===== config.mk =====
export PLATFORM = sky130hd
export DESIGN_NAME = gated_toggle_array
export DESIGN_NICKNAME = d
export VERILOG_FILES = /design/src/rtl/gta_pkg.sv /design/src/rtl/gta_channel.sv /design/src/rtl/gated_toggle_array.sv
export SDC_FILE = /design/constraint.sdc
export NUM_CORES = 1
export LEC_CHECK = 0
export CORE_ASPECT_RATIO = 0.5
export CORE_MARGIN = 2
export CORE_UTILIZATION = 23
export CTS_BUF_LIST = sky130_fd_sc_hd__clkbuf_8
export DETAILED_ROUTE_END_ITERATION = 16
export GPL_TIMING_DRIVEN = 0
export PLACE_DENSITY = 0.62
export SLEW_MARGIN = 10
export SYNTH_ARGS = -nofsm -noshare
export SYNTH_HDL_FRONTEND = slang
export SYNTH_SLANG_ARGS = --single-unit

===== constraint.sdc =====
create_clock -name iccad_clk -period 0.8 [get_ports iccad_clk]
set_input_delay 0.08 -clock iccad_clk [delete_from_list [all_inputs] [get_ports iccad_clk]]
set_output_delay 0.08 -clock iccad_clk [all_outputs]
set_load 0.02 [all_outputs]

===== src/rtl/gta_pkg.sv =====
// Shared types and next-state function for gated_toggle_array.
package gta_pkg;

    typedef enum logic [1:0] {
        GTA_NANDNOR = 2'b00,
        GTA_ORNOR   = 2'b01,
        GTA_TOGGLE  = 2'b10,
        GTA_CLEAR   = 2'b11
    } gta_mode_e;

    // Next core state for one channel given operands a, b and current state q.
    function automatic logic gta_next(gta_mode_e mode, logic a, logic b, logic q);
        logic w_next;
        w_next = 1'b0;
        unique case (mode)
            GTA_NANDNOR: w_next = a & b & ~q;
            GTA_ORNOR:   w_next = (a | b) & ~q;
            GTA_TOGGLE:  w_next = q ^ (a & b);
            GTA_CLEAR:   w_next = 1'b0;
            default:     w_next = 1'b0;
        endcase
        return w_next;
    endfunction

endpackage


===== src/rtl/gta_channel.sv =====
// One channel: core state bit, output delay chain and saturating rise counter.
// The counter exists only when GTA_RISE_CNT_EN is defined; otherwise o_cnt is 0.
module gta_channel
    import gta_pkg::*;
#(
    parameter int unsigned PIPE_DEPTH = 2,
    parameter int unsigned CNT_W      = 8
) (
    input  logic             i_clk,
    input  logic             i_rst,
    input  logic             i_a,
    input  logic             i_b,
    input  gta_mode_e        i_mode,
    input  logic             i_en,
    input  logic             i_cnt_clr,
    output logic             o_out,
    output logic [CNT_W-1:0] o_cnt
);

    logic r_q;
    logic w_q_next;

    // Core next state: hold unless enabled.
    always_comb begin
        w_q_next = r_q;
        if (i_en) begin
            w_q_next = gta_next(i_mode, i_a, i_b, r_q);
        end
    end

    // Core state register.
    always_ff @(posedge i_clk) begin
        if (i_rst) begin
            r_q <= 1'b0;
        end else begin
            r_q <= w_q_next;
        end
    end

    generate
        if (PIPE_DEPTH == 0) begin : g_no_pipe
            assign o_out = r_q;
        end else begin : g_pipe
            logic [PIPE_DEPTH-1:0] r_pipe;

            // Free-running delay chain; stage 0 takes the core state.
            always_ff @(posedge i_clk) begin
                if (i_rst) begin
                    r_pipe <= '0;
                end else begin
                    r_pipe[0] <= r_q;
                    for (int k = 1; k < int'(PIPE_DEPTH); k++) begin
                        r_pipe[k] <= r_pipe[k-1];
                    end
                end
            end

            assign o_out = r_pipe[PIPE_DEPTH-1];
        end
    endgenerate

`ifdef GTA_RISE_CNT_EN
    logic [CNT_W-1:0] r_cnt;
    logic             w_rise;

    assign w_rise = ~r_q & w_q_next;

    // Rise counter: clear beats a simultaneous rise; sticks at all-ones.
    always_ff @(posedge i_clk) begin
        if (i_rst || i_cnt_clr) begin
            r_cnt <= '0;
        end else if (w_rise && (r_cnt != '1)) begin
            r_cnt <= r_cnt + CNT_W'(1);
        end
    end

    assign o_cnt = r_cnt;
`else
    logic w_unused_cnt_clr;
    assign w_unused_cnt_clr = i_cnt_clr;
    assign o_cnt            = '0;
`endif

endmodule


===== src/rtl/gated_toggle_array.sv =====
// Multi-channel gated feedback cell array with pipelined outputs.
// Optional per-channel rise counters are built when GTA_RISE_CNT_EN is defined.
module gated_toggle_array
    import gta_pkg::*;
#(
    parameter int unsigned CHANNELS   = 4,
    parameter int unsigned PIPE_DEPTH = 2,
    parameter int unsigned CNT_W      = 8
) (
    input  logic                      iccad_clk,
    input  logic                      iccad_rst,
    input  logic [CHANNELS-1:0]       inp1,
    input  logic [CHANNELS-1:0]       inp2,
    input  logic [1:0]                mode,
    input  logic                      clk_en,
    input  logic                      cnt_clr,
    output logic [CHANNELS-1:0]       out,
    output logic                      out_valid,
    output logic [CHANNELS*CNT_W-1:0] rise_cnt
);

    gta_mode_e w_mode;
    assign w_mode = gta_mode_e'(mode);

    // Enable delayed by PIPE_DEPTH+1 so it lines up with the data it produced.
    logic [PIPE_DEPTH:0] r_valid;

    // Valid shift chain.
    always_ff @(posedge iccad_clk) begin
        if (iccad_rst) begin
            r_valid <= '0;
        end else begin
            r_valid[0] <= clk_en;
            for (int k = 1; k <= int'(PIPE_DEPTH); k++) begin
                r_valid[k] <= r_valid[k-1];
            end
        end
    end

    assign out_valid = r_valid[PIPE_DEPTH];

    generate
        for (genvar g = 0; g < int'(CHANNELS); g++) begin : g_ch
            gta_channel #(
                .PIPE_DEPTH (PIPE_DEPTH),
                .CNT_W      (CNT_W)
            ) u_ch (
                .i_clk     (iccad_clk),
                .i_rst     (iccad_rst),
                .i_a       (inp1[g]),
                .i_b       (inp2[g]),
                .i_mode    (w_mode),
                .i_en      (clk_en),
                .i_cnt_clr (cnt_clr),
                .o_out     (out[g]),
                .o_cnt     (rise_cnt[g*CNT_W +: CNT_W])
            );
        end
    endgenerate

endmodule


Yosys cells after proc, flatten, opt, wreduce, memory -nomap -nowiden:

Cells that the tools add are included.

* eq/ne operators: 3
* muxes and demuxes: 4
* reduce and logical (&&, ||, !) cells: 1
* bitwise gates (word level): 24

Operators with widths (number)
* case mux 1 bit (4 select lines): 4
* bitwise AND 1 bit: 12
* == test 2 bit, second input constant: 2
* inverter 1 bit: 4
* OR 1 bit: 4
* XOR 1 bit: 4
* == test 2 x 1 -> 1 bit, second input constant: 1
* zero test 2 bit: 1

* bits of input ports: 14
* bits in registers: 15
* output and inout bits: 37

Logic depth before layout (Yosys ltp):

Gate-level depths: netlist of run 1.

* depth after elaboration: 3
* gate-level depth with buffers: 4

By module:

Synthesis of run 1 repeated with hierarchy kept, for this count alone.

* cells, all modules: 102
* area, all modules: 849.6 µm²

Modules (own cells, without submodules)
* gta_channel: seq. area each 60.1 µm², area each 192.7 µm², cells each 24, instances 4
* gated_toggle_array: seq. area each 60.1 µm², area each 78.8 µm², cells each 6, instances 1

Least setup slack after synthesis of run 1:

Ideal clock, no wire load.

* kind: flip-flop to flip-flop
* from: reg g_ch[2].u_ch.r_q
* to: reg g_ch[2].u_ch.r_q
* period minus slack after synthesis: 0.836 ns
* setup slack: -0.036 ns
* arrival time: 0.778 ns
* buffers on the path: 0
* library setup time: 0.058 ns
* stages on the path, launching flop included: 4
* path through: dfxtp_1 or2_1 a21oi_1 o22a_1

* longest elaborated chain between the ends: 3
* elaborated cells between the ends (all ways): 5
* those cells by class: mux (1); bitwise (4)

Ends and longest elaborated chain
* start, declared: line gta_channel.sv:20 `logic r_q;`
* start signal, assigned: line gta_channel.sv:36 `r_q <= w_q_next;`
* inverter 1 bit: line gta_pkg.sv:16, gta_pkg.sv:17
* bitwise AND 1 bit, on equally long branches: line gta_pkg.sv:17, gta_pkg.sv:16
* case mux 1 bit (4 select lines) (*): line gta_pkg.sv:15 `unique case (mode)`

Every way passes the cells marked *; elsewhere a longest branch is shown, timed or not.
A chain may end at the register's enable or synchronous reset.

Worst setup path in the final report of run 1:

Ends and elaborated chain as after synthesis.

==> results.json, run 1 <==
{
  "postCtsSetupBuffers": 0,
  "crit_chain": "or2_1, a21oi_2, o22a_1",
  "synth_edf_count": 0,
  "hold_viol_final": 0,
  "htree_levels": 1,
  "drcViolationCount": 0,
  "seq_area_frac_synth_pct": 34.6,
  "rows": 15,
  "syn-instance-count": 98,
  "min_path_cells": 2,
  "grt_use_total_pct": 6.18,
  "clock_latency_ns": 0.24,
  "nNetsFinal": 161,
  "whs_endpoint": "r_valid[2]",
  "syn2layout_area_growth_pct": 44.2,
  "power_density_nw_per_um2": 1500,
  "drt-total-wl_um": 1440,
  "hold_path_class": "in2reg",
  "synthTopCellsByArea": "dfxtp_1, buf_4, nor2b_1",
  "p_leak_nw": 0.635,
  "holdCritStartpoint": "iccad_rst",
  "tritoncts": "done",
  "finalCritPeriodShare_pct": 107,
  "core_um2": 3530,
  "antenna_cells": 0,
  "r2r-start": "g_ch[2].u_ch.r_q",
  "grt_pass1_vias": 518,
  "ys_seq_elements": 15,
  "vias": 643,
  "pre_cts_slack_ns": -0.563,
  "grt_start_max_net_pins": 11,
  "crit_slowest_cell": "dfxtp_2",
  "cap_violations": 0,
  "ys.warnings.count": 0,
  "wl_per_cell_um": 7.28,
  "ir_worst_vdd_uv": 607,
  "clockBufferDepth": 2,
  "clkSinkCount": 15,
  "outcome": "complete, but fails checks",
  "port_buffers": 17,
  "dr.pass1.iters": 4,
  "cp_top_family": "flip-flops",
  "violations": "setup timing",
  "cts-buffers-inserted": 3,
  "drt_iter0_markers": 10,
  "synth.cell_area_um2": 868,
  "maxClockFrequency_ghz": 1.17,
  "r2r_slack_ns": -0.05,
  "antenna_found_initial": 0,
  "initial_core_util_pct": 24.6,
  "die_y_um": 47.4,
  "required_ns": 0.99,
  "skew_ns": 0.00114,
  "cp_num_buf_inv": 0,
  "worstSetupPathType": "reg2reg",
  "startpoint_type": "register",
  "avgViaCountPerCell": 3.26,
  "syn_avg_cell_area_um2": 8.86,
  "ioPinCount": 51,
  "endpoint_kind": "register",
  "rsz0062_at_grt": "true",
  "synthArstFlopShare_pct": 0,
  "path_clk_slew_ns": 0.06,
  "drt.antenna.violating_nets": 0,
  "tns_ns": -0.0525,
  "cpPeakStageDelay_ns": 0.33,
  "synthDistinctLibCells": 19,
  "root_buffer": "clkbuf_8",
  "critPathMaxFanout": 4,
  "synth_top_area_share_pct": 34.6,
  "cp-startpoint": "g_ch[2].u_ch.r_q",
  "fill_cells": 394,
  "dpl.hpwl_um": 1130,
  "grt_pass1_wl_um": 2040,
  "period_needed_ns": 0.853,
  "dieArea_um2": 4310,
  "drive_above_1_share_pct": 41.1,
  "r2r-end": "g_ch[2].u_ch.r_q",
  "setup_ws_ns": -0.0525,
  "synth-main-ff-cell": "dfxtp_1",
  "r2r_cells": 3,
  "dieWidth_um": 90.9,
  "place_congestion": 0.639,
  "grt_overflow": 0,
  "setup_viol": 1,
  "synth_area_leader_cell": "dfxtp_1",
  "final_max_slew_viol_count": 0,
  "cp.arrival_ns": 1.04
}
-- cell type report --
type | instances | area [µm²] | share of cell area [%]
clock buffer | 3 | 41.3 | 3.30
multi-input combinational | 74 | 418 | 33.4
tap | 51 | 63.8 | 5.09
clock inverter | 1 | 5.00 | 0.400
sequential | 15 | 307 | 24.5
buffer | 33 | 251 | 20.1
timing repair buffer | 17 | 155 | 12.4
inverter | 3 | 11.3 | 0.899
-- power breakdown --
part	switching [W]	leakage, nW	internal (W)
logic	0.000256	0.485	0.000218
registers	0.0000184	0.125	0.000782
clock network	0.000261	0.0255	0.000344
-- worst max path at each step --
stage | to | slack, ns | depth (start not counted)
final | g_ch[2].u_ch.r_q | -0.05 | 3
after global routing | g_ch[2].u_ch.r_q | -0.08 | 3
after CTS | g_ch[2].u_ch.r_q | -0.1 | 3
after detailed placement | g_ch[3].u_ch.r_q | -0.56 | 5
after global placement | g_ch[0].u_ch.r_q | -0.54 | 4
after floorplan | g_ch[2].u_ch.r_q | 0.01 | 3
-- stage by stage --
| stage | area [µm²] | hold slack, ns | total power (W) | util [%] | cells |
|---|---|---|---|---|---|
| floorplan | 985 | 0.152 | 0.00117 | - | 129 |
| global placement | 1220 | 0.416 | 0.00128 | 34.5 | 197 |
| detailed placement | 1220 | 0.422 | 0.00129 | 34.5 | 197 |
| CTS | 1250 | 0.243 | 0.00189 | 35.6 | 198 |
| global route | 1250 | 0.265 | 0.00196 | 35.5 | 197 |
| finish | 1250 | 0.247 | 0.00188 | 35.5 | 197 |
-- cells in the final DEF (no fill, tap or decap) --
master / netlist / routed
nand2b_4: 0 / 1
buf_4: 36 / 32
o21ai_2: 0 / 2
and2b_4: 1 / 1
dlygate4sd2_1: 0 / 8
buf_2: 0 / 2
or2_1: 1 / 1
a221oi_2: 3 / 3
conb_1: 1 / 32
nor4_2: 3 / 3
clkinv_2: 0 / 1
clkbuf_8: 0 / 3
a21oi_1: 4 / 3
nor2b_1: 11 / 11
o22a_1: 1 / 1
a21oi_2: 0 / 1
buf_6: 0 / 5
inv_1: 3 / 3
clkdlybuf4s50_1: 0 / 3
nand3_1: 1 / 1
nand2_1: 7 / 7
dfxtp_1: 15 / 10
dfxtp_2: 0 / 5
nor2_1: 3 / 3
and2b_2: 1 / 1
o21ai_1: 2 / 3
-- layer usage --
layer	vias up	global-route usage [%]	routed length (µm)
met5	-	0	0
met4	0	4.55	12
met3	2	2.20	133
met2	28	13.7	755
met1	268	4.85	534
li1	345	-	-
-- cell usage after synthesis, types with 2 or more instances --
cell and n:
buf_4 36, dfxtp_1 15, nor2b_1 11, nand2_1 7
a21oi_1 4, a221oi_2 3, inv_1 3, nor2_1 3
nor4_2 3, o21ai_0 3, o21ai_1 2
-- logic make-up after synthesis --
family,count (synthesis),synth area share [%]
AND/OR/NAND/NOR,29,20.8
buffers and inverters,40,32.9
other,1,0.432
flip-flops,15,34.6
AO/OA/AOI/OAI,13,11.4
-- timing repair --
action / in CTS / in global routing
pin swaps: 5 / 7
hold buffers: 0 / 0
endpoints found under the setup margin: 16 / 6
resized for setup: 52 / 4
-- registers in the layout, summed over array words and instances (netlist names) --
register,cells
r_valid,3
g_ch.u_ch.g_pipe.r_pipe,8
g_ch.u_ch.r_q,4
(Power assumes the default switching activity.)
==> run 2, diff against run 1 <==
Settings changed: CORE_MARGIN 2 to not set.
==> run 2 against run 1 <==
The flow still finishes with violations (setup timing). Core utilization decreased by 0.14 points. First-iteration DRC count increased by 120%. Clock skew increased by 0.0013 ns. Worst setup slack improved by 0.012 ns.
==> results.json, run 2 (synthesis gave the netlist of run 1 again) <==
{
  "clkSinkCount": 15,
  "antenna_found_initial": 0,
  "nNetsFinal": 161,
  "grt_pass1_vias": 483,
  "postPlaceCellArea_um2": 1220,
  "required_ns": 0.99,
  "finalCritPeriodShare_pct": 105,
  "postCtsSetupBuffers": 0,
  "cts_hold_buf": 0,
  "maxClockFrequency_ghz": 1.19,
  "dr.pass1.iters": 4,
  "cpPeakStageDelay_ns": 0.33,
  "grt_pass1_wl_um": 1930,
  "avgViaCountPerCell": 3.35,
  "path_clk_slew_ns": 0.06,
  "cap_violations": 0,
  "period_needed_ns": 0.841,
  "most-common-layout-cells": "buf_4, conb_1, nor2b_1, dfxtp_1, dlygate4sd2_1",
  "outcome": "complete, but fails checks",
  "largest_reg_flops": 8,
  "drt.antenna.violating_nets": 0,
  "initial_core_util_pct": 24.6,
  "dpl.hpwl_um": 1100,
  "drcViolationCount": 0,
  "vias": 659,
  "grt_use_total_pct": 6.64,
  "core_um2": 3530,
  "place_congestion": 0.660,
  "setup_viol": 1,
  "syn2layout_area_growth_pct": 43.7,
  "final_area_um2": 1250,
  "grt_start_max_net_pins": 11,
  "tritoncts": "done",
  "clock_latency_ns": 0.24,
  "port_buffers": 17,
  "ioPinCount": 51,
  "crit_chain": "or2_1, a21oi_2, o22a_1",
  "drive_above_1_share_pct": 39.7,
  "r2r_slack_ns": -0.04,
  "final_max_slew_viol_count": 0,
  "drt-total-wl_um": 1360,
  "top_register": "g_ch.u_ch.g_pipe.r_pipe",
  "p_leak_nw": 0.633,
  "die_y_um": 45.4,
  "skew_ns": 0.00243,
  "antenna_cells": 0,
  "critPathMaxFanout": 4,
  "endpoint_kind": "register",
  "drt_iter0_markers": 22,
  "root_buffer": "clkbuf_8",
  "p_total_w": 0.00187,
  "power_density_nw_per_um2": 1500,
  "largest_registers": "g_ch.u_ch.g_pipe.r_pipe: 8 flops, g_ch.u_ch.r_q: 4 flops, r_valid: 3 flops",
  "worstSetupPathType": "reg2reg",
  "clockBufferDepth": 2,
  "hold_path_class": "in2reg",
  "fill_cells": 372,
  "rsz0062_at_grt": "true",
  "dieWidth_um": 88.9,
  "crit_slowest_cell": "dfxtp_2",
  "seq_area_um2": 305,
  "startpoint_type": "register",
  "htree_levels": 1,
  "cts-buffers-inserted": 3,
  "ir_worst_vdd_uv": 546,
  "rows": 15,
  "violations": "setup timing",
  "multi_input_area_um2": 414,
  "setup_ws_ns": -0.0410,
  "wl_per_cell_um": 6.92,
  "cp.arrival_ns": 1.03,
  "dieArea_um2": 4040,
  "grt_overflow": 0,
  "hold_viol_final": 0
}
-- run 2: timing repair --
action,CTS,global route
pin swaps,4,3
setup endpoints to repair,16,5
gates resized for setup,50,4
-- run 2: power breakdown --
group / total [W] / switching (W) / internal, W
registers: 0.000800 / 0.0000180 / 0.000782
clock network: 0.000596 / 0.000252 / 0.000344
logic: 0.000470 / 0.000254 / 0.000217
-- run 2: path summary, 6_finish.rpt --
| check | start | end | cells past startpoint |
|---|---|---|---|
| max | g_ch[2].u_ch.r_q | g_ch[2].u_ch.r_q | 3 |
| min | iccad_rst | g_ch[0].u_ch.g_pipe.r_pipe[0] | 2 |
| max reg2reg | g_ch[2].u_ch.r_q | g_ch[2].u_ch.r_q | 3 |
| min reg2reg | r_valid[0] | r_valid[1] | 1 |
-- run 2: worst max-delay path, delay by kind of cell (launching register included) --
kind,cells,cell delay [ns]
AND/OR/NAND/NOR,1,0.21
AO/OA/AOI/OAI,2,0.25
flip-flops,1,0.33
-- run 2: stage by stage --
stage               instances  utilization (%)  hold slack (ns)  setup TNS, ns  setup slack (ns)
finish                    197             35.4            0.249        -0.0410           -0.0410
CTS                       198             35.4            0.253         -0.146           -0.0764
global placement          197             34.5            0.416          -6.84            -0.536
global route              197             35.4            0.271         -0.122           -0.0804
detailed placement        197             34.5            0.422          -7.25            -0.555
floorplan                 129                -            0.152              0           0.00988
-- run 2: layer usage --
layer / vias up / global-route usage [%] / part of all wire [%]
met5: - / 0 / 0
met4: 0 / 5.48 / 2.3
met3: 5 / 2.17 / 8.7
met2: 32 / 11.8 / 51
met1: 277 / 6.59 / 37
li1: 345 / - / -
-- run 2: area by class of cell --
cell class                      count  area share (%)
Tap cell                           51            5.12
Multi-Input combinational cell     74            33.2
Sequential cell                    15            24.5
Inverter                            3           0.903
Buffer                             33            20.2
Timing Repair Buffer               17            12.4
Clock buffer                        3            3.31
Clock inverter                      1           0.401
